$ cat src/rtl/pe_if.sv
// Instruction-fetch stage: drives a 1-cycle synchronous instruction memory and
// presents each fetched word with its address, honouring start/halt, stall and branch.
module pe_if #(
  parameter int PC_WIDTH  = 13,
  parameter int INS_WIDTH = 29
) (
  input  logic                 iClk,
  input  logic                 iReset,
  input  logic                 iStart,
  input  logic [PC_WIDTH-1:0]  iStart_PC,
  input  logic                 iHalt,
  input  logic                 iStall,
  input  logic                 iBranch_Valid,
  input  logic [PC_WIDTH-1:0]  iBranch_Target,
  output logic [PC_WIDTH-1:0]  oIF_IMEM_Addr,
  input  logic [INS_WIDTH-1:0] iIMEM_IF_Instruction,
  output logic [INS_WIDTH-1:0] oIF_Instruction,
  output logic [PC_WIDTH-1:0]  oIF_PC,
  output logic                 oIF_Valid,
  output logic                 oRunning,
  output logic [31:0]          oFetch_Count
);

  typedef enum logic [0:0] {
    ST_IDLE = 1'b0,
    ST_RUN  = 1'b1
  } state_t;

  state_t               r_state;
  logic [PC_WIDTH-1:0]  r_pc;
  logic [PC_WIDTH-1:0]  r_out_pc;
  logic                 r_valid;
  logic [31:0]          r_fetch_count;

  logic                 w_run;
  logic                 w_start;
  logic                 w_redirect;
  logic                 w_hold;
  logic [PC_WIDTH-1:0]  w_addr;
  logic [PC_WIDTH-1:0]  w_addr_inc;

  // Address selection; a halt suppresses both redirect and stall re-read.
  always_comb begin
    w_run      = (r_state == ST_RUN);
    w_start    = !w_run && iStart;
    w_redirect = w_run && !iHalt && iBranch_Valid;
    w_hold     = w_run && !iHalt && !iBranch_Valid && iStall;
    if (iReset) begin
      w_addr = '0;
    end else if (w_start) begin
      w_addr = iStart_PC;
    end else if (w_redirect) begin
      w_addr = iBranch_Target;
    end else if (w_hold) begin
      w_addr = r_out_pc;
    end else begin
      w_addr = r_pc;
    end
    w_addr_inc = w_addr + PC_WIDTH'(1);
  end

  // Fetch FSM with its registered PC, output PC and valid flag.
  always_ff @(posedge iClk or posedge iReset) begin
    if (iReset) begin
      r_state  <= ST_IDLE;
      r_pc     <= '0;
      r_out_pc <= '0;
      r_valid  <= 1'b0;
    end else begin
      case (r_state)
        ST_IDLE: begin
          if (iStart) begin
            r_state  <= ST_RUN;
            r_pc     <= w_addr_inc;
            r_out_pc <= w_addr;
            r_valid  <= 1'b1;
          end else begin
            r_valid  <= 1'b0;
          end
        end
        ST_RUN: begin
          if (iHalt) begin
            r_state  <= ST_IDLE;
            r_valid  <= 1'b0;
          end else if (!w_hold) begin
            r_pc     <= w_addr_inc;
            r_out_pc <= w_addr;
            r_valid  <= 1'b1;
          end else begin
            r_valid  <= r_valid;
          end
        end
        default: begin
          r_state  <= ST_IDLE;
          r_valid  <= 1'b0;
        end
      endcase
    end
  end

  // Accepted-instruction counter: a valid word is consumed when downstream is not stalled.
  always_ff @(posedge iClk or posedge iReset) begin
    if (iReset) begin
      r_fetch_count <= 32'd0;
    end else if (r_valid && !iStall) begin
      r_fetch_count <= r_fetch_count + 32'd1;
    end else begin
      r_fetch_count <= r_fetch_count;
    end
  end

  // Memory read latency equals the output register latency, so data passes straight through.
  assign oIF_IMEM_Addr   = w_addr;
  assign oIF_Instruction = iIMEM_IF_Instruction;
  assign oIF_PC          = r_out_pc;
  assign oIF_Valid       = r_valid;
  assign oRunning        = (r_state == ST_RUN);
  assign oFetch_Count    = r_fetch_count;

endmodule

$ cat config.mk
export PLATFORM = sky130hd
export DESIGN_NAME = pe_if
export DESIGN_NICKNAME = d
export VERILOG_FILES = /design/src/rtl/pe_if.sv
export SDC_FILE = /design/constraint.sdc
export NUM_CORES = 1
export LEC_CHECK = 0
export BUFFER_PORTS_ARGS = -buffer_cell sky130_fd_sc_hd__buf_2
export CAP_MARGIN = 10
export CORE_ASPECT_RATIO = 1.4
export CORE_UTILIZATION = 50
export CTS_CLUSTER_SIZE = 24
export DETAILED_ROUTE_END_ITERATION = 10
export PLACE_DENSITY = 0.85
export REMOVE_ABC_BUFFERS = 1
export SYNTH_ARGS = -nofsm -noshare
export SYNTH_HDL_FRONTEND = slang
export SYNTH_SLANG_ARGS = --single-unit
$ cat constraint.sdc
create_clock -name iClk -period 6.9 [get_ports iClk]
set_input_delay 1.035 -clock iClk [delete_from_list [all_inputs] [get_ports iClk]]
set_output_delay 1.035 -clock iClk [all_outputs]
set_load 0.03 [all_outputs]
# After elaboration in Yosys (flattened, before gate mapping)

Cells that the tools add are included.

Reduce and logical (&&, ||, !) cells: 11
Mux-type cells: 18
Bitwise gates (word level): 1
Add/subtract/negate cells: 2
Eq/ne operators: 4

Operator list:

| operator                                      | count |
|---|---|
| two-way mux 13 bit                            | 10 |
| case mux 13 bit (2 select lines)              | 2 |
| adder 32 x 1 -> 32 bit, second input constant | 1 |
| adder 13 x 1 -> 13 bit, second input constant | 1 |
| logical AND 1 bit                             | 6 |
| != test 2 bit, second input constant          | 3 |
| logical NOT 1 bit                             | 4 |
| two-way mux 1 bit                             | 4 |
| case mux 1 bit (2 select lines)               | 2 |
| != test 3 bit, second input constant          | 1 |
| AND reduction 3 bit                           | 1 |
| inverter 1 bit                                | 1 |

Register bits after elaboration: 60
Output and inout port bits: 89
Input bits: 61
Word-level logic and storage cells: 41

# Depth between registers and ports, before layout

Gate-level depths: netlist (run 1).

Depth in word-level cells: 12
Mapped depth: 13

# Least setup slack after synthesis (run 1)

Ideal clock, no wire load.

Path kind: input to output
From: input port iReset
To: output port oIF_IMEM_Addr[2]
Setup slack: 1.437 ns
Cell stages on the path: 4
Required time: 5.865 ns
Arrival time: 4.428 ns
Path buffers: 1
Path through: inv_1 clkbuf_1 o221ai_1 inv_1

Longest elaborated chain between the ends: 1

Ends and longest elaborated chain:

| what               | RTL line | RTL |
|---|---|---|
| start, declared    | 8        | `input logic iReset,` |
| two-way mux 13 bit | 48       | `if (iReset) begin` |
| end, declared      | 15       | `output logic [PC_WIDTH-1:0] oIF_IMEM_Addr,` |

Every way passes these cells.

# Final worst setup path (run 1)

From: input port iReset
To: output port oIF_IMEM_Addr[12]

The elaborated chain is that of the path after synthesis.

==> flow_summary_export.csv, run 1 <==
group,metric,value,unit
grt,grt_antenna_before_repair,0,
job,drv_cap,0,
cells_and_area,insertedDiodeCount,0,
cells_and_area,drive_gt1_frac,0.262,
yosys,synth_seq_area_share,0.429,
placement,dp_hpwl,6930,um
yosys,synth_cell_types,55,
yosys,async_reset_ff_frac,1.00,
floorplanning,die-area,7330,um^2
placement,placed_cell_area,3790,um^2
cells_and_area,fin_nets,505,
critical_path,crit_fanout,43,
clock_network,cts_buffers,9,
timing,setup_tns,0,ns
timing,fin_worst_skew,0.00878,ns
routing,firstDrtPassIters,5,
power,ir_drop,0.138,mV
clock_network,holdBufCountCts,0,
clock_network,clock-sinks,60,
yosys,synth_area_leader_cell,"dfrtp_1",
placement,gp_congestion,0.995,
placement,io_buffers,91,
timing,rsz0062_at_grt,"no",
timing,period_share,0.554,
floorplanning,coreArea,6660,um^2
timing,worst_slew_margin_rel,0.486,
floorplanning,initial_core_util,0.525,
yosys,ys.flop_type,"dfrtp_1",
routing,drc,0,
cells_and_area,n_fill_cell,610,
yosys,synth_enable_flop_cells,0,
timing,max_freq,261,MHz
routing,wl,9280,um
critical_path,arrival,2.79,ns
floorplanning,top_level_ports,150,
clock_network,cts_tree,"yes",
clock_network,clk_latency,0.34,ns
routing,vias,3021,
critical_path,r2r_cells,10,
grt,grt_usage,0.269,
grt,grt_remaining_overflow,0,
clock_network,post_cts_buffers,0,
power,p_per_area,268,nW/um^2
yosys,syn-instance-count,384,
clock_network,cts_root_buf,"clkbuf_8",
routing,drtAntennaViolNets,0,
yosys,netlist_area,3500,um^2
timing,hold_violations,0,
floorplanning,fp-row-count,35,
hold_path,worstHoldPathType,"flip-flop to flip-flop",
timing,period_minus_slack,3.83,ns
routing,vias_per_cell,5.60,
critical_path,critical_path.startpoint_type,"input pin",
grt,grt_max_degree,44,
routing,avgRoutedWirePerCell,17.2,um
cells_and_area,design_area,3960,um^2
grt,first_global_vias,3010,
yosys,netlist_top_cells_area,"dfrtp_1, xnor2_1, nand2_1",
clock_network,path_clk_slew,0.06,ns
routing,drt_iter0_markers,231,
cells_and_area,register_area,1500,um^2
cells_and_area,multiInputGateArea,1650,um^2
clock_network,cts.repair.resized,0,
yosys,ys_warn_count,0,
run_status,outcome,"finished clean",
power,cellLeakagePower,1.95,nW
yosys,ys_seq_elements,60,
critical_path,required,5.86,ns
cells_and_area,area_delta_synth_final,13.2,%
critical_path,crit_type,"input pin to output pin",
yosys,synth_area_per_cell,9.10,um^2
hold_path,min_path_cells,1,
floorplanning,die_x,72.7,um
clock_network,h-tree-depth,3,
floorplanning,fp.dieH,101,um
yosys,synth_top_area_frac,0.429,
timing,setup_viol,0,
grt,grt_pass1_wl,14800,um
clock_network,clock_path_buffers,2,
timing,worst-slew-pin-transition,0.771,ns
timing,drv_slew,0,
critical_path,end_kind,"output pin",
flip-flops by register name (all words and copies together), names as in the netlist:
name	cells
oFetch_Count	32
oIF_PC	13
oIF_Valid	1
oRunning	1
r_pc	13
critical path: stages:
cell,delay [ns]
buf_2,0.12
inv_2,0.43
buf_4,0.56
o21ai_0,0.31
inv_1,0.10
buf_2,0.20
cells in the mapped netlist, drive strengths merged (10+ instances only):
cell	count
nand2	67
dfrtp	60
buf	32
xnor2	30
o21ai	21
nor2	17
clkbuf	14
nand4	14
a21oi	13
inv	13
and2	11
xor2	10
final timing paths:
kind                                        from                end  slack (ns)
worst max-delay path                      iReset  oIF_IMEM_Addr[12]        3.07
worst min-delay path            oFetch_Count[31]   oFetch_Count[31]        0.48
worst max register to register          oRunning            r_pc[8]        3.77
worst min register to register  oFetch_Count[31]   oFetch_Count[31]        0.48
max in group asynchronous                 iReset         oIF_PC[12]        5.16
min in group asynchronous                 iReset          oIF_PC[4]        0.78
logic make-up after synthesis:
family	share of synthesized area
simple gates	0.225
compound gates	0.134
buf+inv	0.0984
flops	0.429
xor+xnor	0.100
mux	0.00608
fa+ha+maj	0.00716
cells in the final DEF, fill, tap and decap left out, types with 8 or more instances in the layout:
cell type  netlist  routed
xnor2_1         30      30
and2_1           8       8
nand2_1         67      67
inv_1           13      12
a21oi_1         13      12
xor2_1          10      10
o21ai_0         16      16
buf_2            2      91
nor2_1          17      17
dfrtp_1         60      60
nand4_1         14      14
clkbuf_8         0      10
report_power, final:
| part | total [mW] | switching (mW) | leakage, nW | internal, mW |
|---|---|---|---|---|
| clock network | 0.267 | 0.128 | 0.0844 | 0.139 |
| logic | 0.333 | 0.225 | 1.07 | 0.107 |
| registers | 0.461 | 0.0546 | 0.793 | 0.406 |
through the flow:
step | util | hold WS, ns | total power [mW] | std cells | worst slack [ns]
final | 0.594 | 0.480 | 1.06 | 539 | 3.07
after global routing | 0.594 | 0.510 | 1.12 | 539 | 2.79
after CTS | 0.594 | 0.492 | 1.07 | 539 | 3.02
after detailed placement | 0.570 | 0.482 | 0.799 | 523 | 3.01
after global placement | 0.570 | 0.457 | 0.789 | 523 | 3.08
after floorplan | - | 0.451 | 0.687 | 338 | 2.26
per-layer routing:
metal	vias to the layer above	GRT usage	wire length (um)
met3	27	0.0990	872
met1	1418	0.330	3850
met4	0	0.140	281
met2	173	0.408	4270
met5	-	0.0370	0
li1	1403	-	-
area by class of cell:
| type | instances | area share |
|---|---|---|
| inverter | 14 | 0.0133 |
| clock inverter | 2 | 0.00253 |
| tap | 92 | 0.0291 |
| clock buffer | 14 | 0.0386 |
| sequential | 60 | 0.380 |
| timing repair buffer | 93 | 0.119 |
| multi-input combinational | 264 | 0.418 |
Note: power is estimated with default switching activity, not from simulation.
==> run 2: changes to the inputs <==
CORE_UTILIZATION = 43   (was 50)
PLACE_DENSITY = 0.78   (was 0.85)
clock period = 3.2 ns   (was 6.9 ns; I/O delays follow)
==> run 2 against run 1 <==
Combinational power rose by 130%. Sequential power rose by 110%. Global-route usage fell by 1.8 points. Non-clock buffer count rose by 10. Clock power rose to 3.3 times the previous value. Sequential share of layout area fell by 1.6 points. Via count rose by 1.2%. Cell count rose by 3.3%. Flip-flop and latch count did not move. Routed wire length rose by 8.4%. First-iteration DRC count rose by 29%.
==> flow_summary_export.csv, run 2 (synthesis gave the netlist of run 1 again) <==
group,metric,value,unit
timing,max_freq,362,MHz
critical_path,end_kind,"output pin",
power,cellLeakagePower,2.04,nW
clock_network,post_cts_buffers,0,
placement,dp.cells,541,
timing,worst_slack,0.437,ns
grt,grt_antenna_before_repair,0,
cells_and_area,multiInputGateArea,1650,um^2
floorplanning,coreArea,7800,um^2
power,power,2.61,mW
grt,grt_remaining_overflow,0,
critical_path,slowest_stage,"a221oi_1",
power,ir_drop,0.417,mV
clock_network,clock-sinks,60,
floorplanning,initial_core_util,0.448,
floorplanning,die-area,8500,um^2
timing,rsz0062_at_grt,"no",
cells_and_area,drive_gt1_frac,0.284,
timing,fin_worst_skew,0.00790,ns
floorplanning,fp.dieH,109,um
critical_path,required,2.72,ns
cells_and_area,area_delta_synth_final,18.1,%
routing,avgRoutedWirePerCell,18.0,um
critical_path,crit_type,"flip-flop to output pin",
job,drv_cap,0,
critical_path,critical_path.startpoint_type,"flip-flop",
timing,worst_slew_margin_rel,0.622,
grt,first_global_vias,3099,
placement,gp_congestion,0.901,
critical_path,crit_chain,"buf_4 -> and2b_1 -> a221oi_1 -> and2_0 -> buf_2",
routing,firstDrtPassIters,7,
floorplanning,fp-row-count,38,
timing,hold_violations,0,
hold_path,worstHoldPathType,"input pin to async pin",
grt,grt_max_degree,38,
cells_and_area,fin_nets,515,
cells_and_area,insertedDiodeCount,0,
timing,worst-slew-pin-transition,0.566,ns
cells_and_area,design_area,4130,um^2
clock_network,path_clk_slew,0.07,ns
placement,placed_cell_area,3880,um^2
routing,drc,0,
clock_network,cts_root_buf,"clkbuf_8",
routing,wl,10100,um
clock_network,cts_buffers,9,
run_status,outcome,"finished clean",
routing,drtAntennaViolNets,0,
clock_network,cts_tree,"yes",
timing,period_minus_slack,2.76,ns
placement,dp_hpwl,7510,um
grt,grt_pass1_wl,15800,um
cells_and_area,final_common_cell,"buf_2",
clock_network,holdBufCountCts,0,
cells_and_area,layout.cells.non_filler,557,
floorplanning,die_x,78.2,um
placement,io_buffers,91,
clock_network,clock_path_buffers,2,
floorplanning,top_level_ports,150,
clock_network,cts.repair.resized,0,
timing,drv_slew,0,
cells_and_area,final_cell_mix,"buf_2, nand2_1, dfrtp_1, xnor2_1, nor2_1",
routing,drt_iter0_markers,297,
cells_and_area,register_area,1500,um^2
routing,vias,3057,
timing,period_share,0.863,
critical_path,crit_fanout,18,
power,p_per_area,632,nW/um^2
routing,vias_per_cell,5.49,
grt,grt_usage,0.251,
timing,setup_viol,0,
cells_and_area,largest_reg_flops,32,
cells_and_area,n_fill_cell,748,
placement,place_ws,0.440,ns
critical_path,arrival,2.28,ns
timing,hold_ws,0.125,ns
clock_network,h-tree-depth,3,
critical_path,slowest_delay,0.45,ns
clock_network,clk_latency,0.35,ns
==> run 2: power by group <==
group / internal, mW / switching [mW] / total (mW)
combinational: 0.250 / 0.506 / 0.757
clock: 0.559 / 0.313 / 0.871
sequential: 0.876 / 0.107 / 0.983
total: 1.69 / 0.926 / 2.61
==> run 2: final cells by class <==
type                    instances  area share
clock buffers                  12      0.0376
clock inverters                 4      0.0230
inverters                      14      0.0127
multi-input cells             264       0.401
flip-flops and latches         60       0.364
well taps                     100      0.0303
repair buffers                103       0.132
==> run 2: metal layers <==
layer / wire length, um / up-vias / global-route usage
li1: - / 1424 / -
met1: 4120 / 1449 / 0.297
met2: 4670 / 156 / 0.392
met3: 980 / 28 / 0.0971
met4: 282 / 0 / 0.127
met5: 0 / - / 0.0313
==> run 2: path summary, 6_finish.rpt <==
| kind | from | to | slack (ns) | depth (start not counted) |
|---|---|---|---|---|
| worst max-delay path | oRunning | oIF_IMEM_Addr[9] | 0.44 | 5 |
| worst min-delay path | iReset | r_pc[12] | 0.12 | 2 |
| worst max register to register | oRunning | r_pc[10] | 0.63 | 12 |
| worst min register to register | oFetch_Count[31] | oFetch_Count[31] | 0.47 | 1 |
| max in group asynchronous | iReset | r_pc[7] | 2.25 | 3 |
| min in group iClk | oFetch_Count[31] | oFetch_Count[31] | 0.47 | 1 |
==> run 2: through the flow <==
| step | TNS [ns] | utilization |
|---|---|---|
| final | 0 | 0.530 |
| after CTS | 0 | 0.530 |
| after floorplan | -6.68 | - |
| after global routing | 0 | 0.530 |
| after detailed placement | 0 | 0.497 |
| after global placement | 0 | 0.497 |
==> run 2: worst max-delay path: cells and delay by family (launching register included) <==
| family | cells | cell delay, ns |
|---|---|---|
| compound gates | 1 | 0.45 |
| flops | 1 | 0.38 |
| buf+inv | 2 | 0.46 |
| simple gates | 2 | 0.64 |
==> run 3: changes to the inputs <==
BUFFER_PORTS_ARGS = -buffer_cell sky130_fd_sc_hd__buf_4   (was -buffer_cell sky130_fd_sc_hd__buf_2)
CORE_UTILIZATION = 48   (was 43)
CTS_CLUSTER_DIAMETER = 150   (was unset)
PLACE_DENSITY = 0.82   (was 0.78)
clock period = 2.7 ns   (was 3.2 ns; I/O delays follow)
==> run 3 against run 2 <==
Critical path depth is 2 higher. Die area fell by 10%. Worst hold slack better by 0.076 ns. Global-route usage grew 3.3 points. Clock skew is 0.0013 ns higher. Sequential power rose by 20%. Total power is 20% higher. Core utilization is 10 points higher. Non-clock buffer count up 6. Cell count rose by 0.18%. Highest routed layer unchanged.
==> flow_summary_export.csv, run 3 (synthesis gave the netlist of run 1 again) <==
group,metric,value,unit
critical_path,critical_path.startpoint_type,"flip-flop",
clock_network,h-tree-depth,3,
floorplanning,fp-row-count,36,
grt,grt_max_degree,41,
hold_path,worstHoldPathType,"input pin to async pin",
floorplanning,fp.dieH,103,um
critical_path,crit_path_frequent_cell,"buf_4",
placement,io_buffers,91,
power,cellLeakagePower,2.10,nW
timing,period_share,0.962,
clock_network,clock-sinks,60,
clock_network,post_cts_buffers,0,
cells_and_area,largest_reg_flops,32,
critical_path,critPathTopFamily,"buffers and inverters",
placement,gp_congestion,0.934,
cells_and_area,insertedDiodeCount,0,
clock_network,clk_latency,0.34,ns
clock_network,cts_buffers,9,
grt,grt_usage,0.283,
power,ir_drop,0.419,mV
timing,rsz0062_at_grt,"no",
placement,dp.cells,541,
cells_and_area,final_util,0.630,
timing,hold_ws,0.201,ns
timing,fin_worst_skew,0.00925,ns
clock_network,clock_path_buffers,2,
placement,dp_hpwl,7740,um
routing,drtAntennaViolNets,0,
critical_path,end_kind,"output pin",
clock_network,cts_root_buf,"clkbuf_8",
critical_path,crit_fanout,10,
routing,vias,3172,
run_status,outcome,"finished clean",
routing,firstDrtPassIters,7,
timing,period_minus_slack,2.60,ns
timing,setup_viol,0,
clock_network,path_clk_slew,0.07,ns
cells_and_area,final_cell_mix,"buf_4, nand2_1, dfrtp_1, xnor2_1, nor2_1",
cells_and_area,final_common_cell,"buf_4",
timing,worst_slew_margin_rel,0.622,
critical_path,slowest_delay,0.47,ns
floorplanning,coreArea,6980,um^2
critical_path,crit_type,"flip-flop to output pin",
critical_path,slowest_stage,"dfrtp_2",
cells_and_area,area_delta_synth_final,25.8,%
routing,drt_iter0_markers,181,
routing,avgRoutedWirePerCell,18.5,um
timing,setup_tns,0,ns
cells_and_area,drive_gt1_frac,0.298,
floorplanning,top_level_ports,150,
floorplanning,die_x,74.1,um
cells_and_area,n_fill_cell,577,
timing,max_freq,385,MHz
timing,worst-slew-pin-transition,0.566,ns
routing,drc,0,
job,drv_cap,0,
placement,place_ws,0.143,ns
floorplanning,die-area,7630,um^2
critical_path,required,2.30,ns
power,p_per_area,712,nW/um^2
cells_and_area,fin_nets,521,
critical_path,crit_chain,"buf_4 -> nor2b_1 -> buf_4 -> a22oi_1 -> a221oi_2 -> buf_4 -> buf_4",
critical_path,arrival,2.19,ns
timing,hold_violations,0,
cells_and_area,layout.cells.non_filler,558,
routing,vias_per_cell,5.68,
grt,grt_remaining_overflow,0,
critical_path,path_buf_inv,4,
grt,first_global_vias,3078,
clock_network,cts_tree,"yes",
timing,drv_slew,0,
floorplanning,initial_core_util,0.501,
grt,grt_pass1_wl,15800,um
timing,worst_slack,0.102,ns
grt,grt_antenna_before_repair,0,
routing,wl,10300,um
## run 3: routing by layer
metal | global-route usage | part of all wire | wire, um | vias to the layer above
li1 | - | - | - | 1435
met1 | 0.349 | 0.40 | 4120 | 1558
met2 | 0.443 | 0.48 | 4980 | 158
met3 | 0.109 | 0.096 | 989 | 21
met4 | 0.108 | 0.022 | 229 | 0
met5 | 0.0486 | 0 | 0 | -
## run 3: path summary, 6_finish.rpt
| kind | from | to | slack, ns | depth (start not counted) |
|---|---|---|---|---|
| setup / recovery | oRunning | oIF_IMEM_Addr[8] | 0.10 | 7 |
| hold / removal | iReset | oRunning | 0.20 | 3 |
| setup reg to reg | oRunning | r_pc[9] | 0.18 | 8 |
| hold reg to reg | oFetch_Count[31] | oFetch_Count[31] | 0.47 | 1 |
| max in group asynchronous | iReset | oIF_PC[4] | 1.84 | 3 |
| min in group iClk | oFetch_Count[31] | oFetch_Count[31] | 0.47 | 1 |
## run 3: power breakdown
group	total, mW	leakage, nW	switching (mW)	internal (mW)
logic	1.00	1.19	0.611	0.389
registers	1.18	0.791	0.137	1.04
clock network	0.955	0.116	0.359	0.596
## run 3: tightest hold or removal path, stage by stage
cell	delay, ns
buf_4	0.12
inv_2	0.17
buf_4	0.17
## run 3: final cells by class
cell class / instances / area, um^2 / share of cell area
multi-input cells: 264 / 1670 / 0.379
flip-flops and latches: 60 / 1500 / 0.342
inverters: 14 / 52.6 / 0.0119
clock buffers: 13 / 169 / 0.0384
clock inverters: 3 / 67.6 / 0.0154
repair buffers: 109 / 821 / 0.187
well taps: 95 / 119 / 0.0270
## run 3: metrics by stage
step | power (mW) | cell area, um^2
2_1_floorplan | 1.75 | 3200
3_3_place_gp | 2.15 | 4140
3_5_place_dp | 2.17 | 4140
4_1_cts | 3.13 | 4380
5_1_grt | 3.26 | 4400
6_report | 3.13 | 4400
## run 3: repair_timing
item	CTS	global route
hold buffers	1	0
endpoints found under the setup margin	1	12
resized for setup	1	4
hold endpoints to repair	3	0
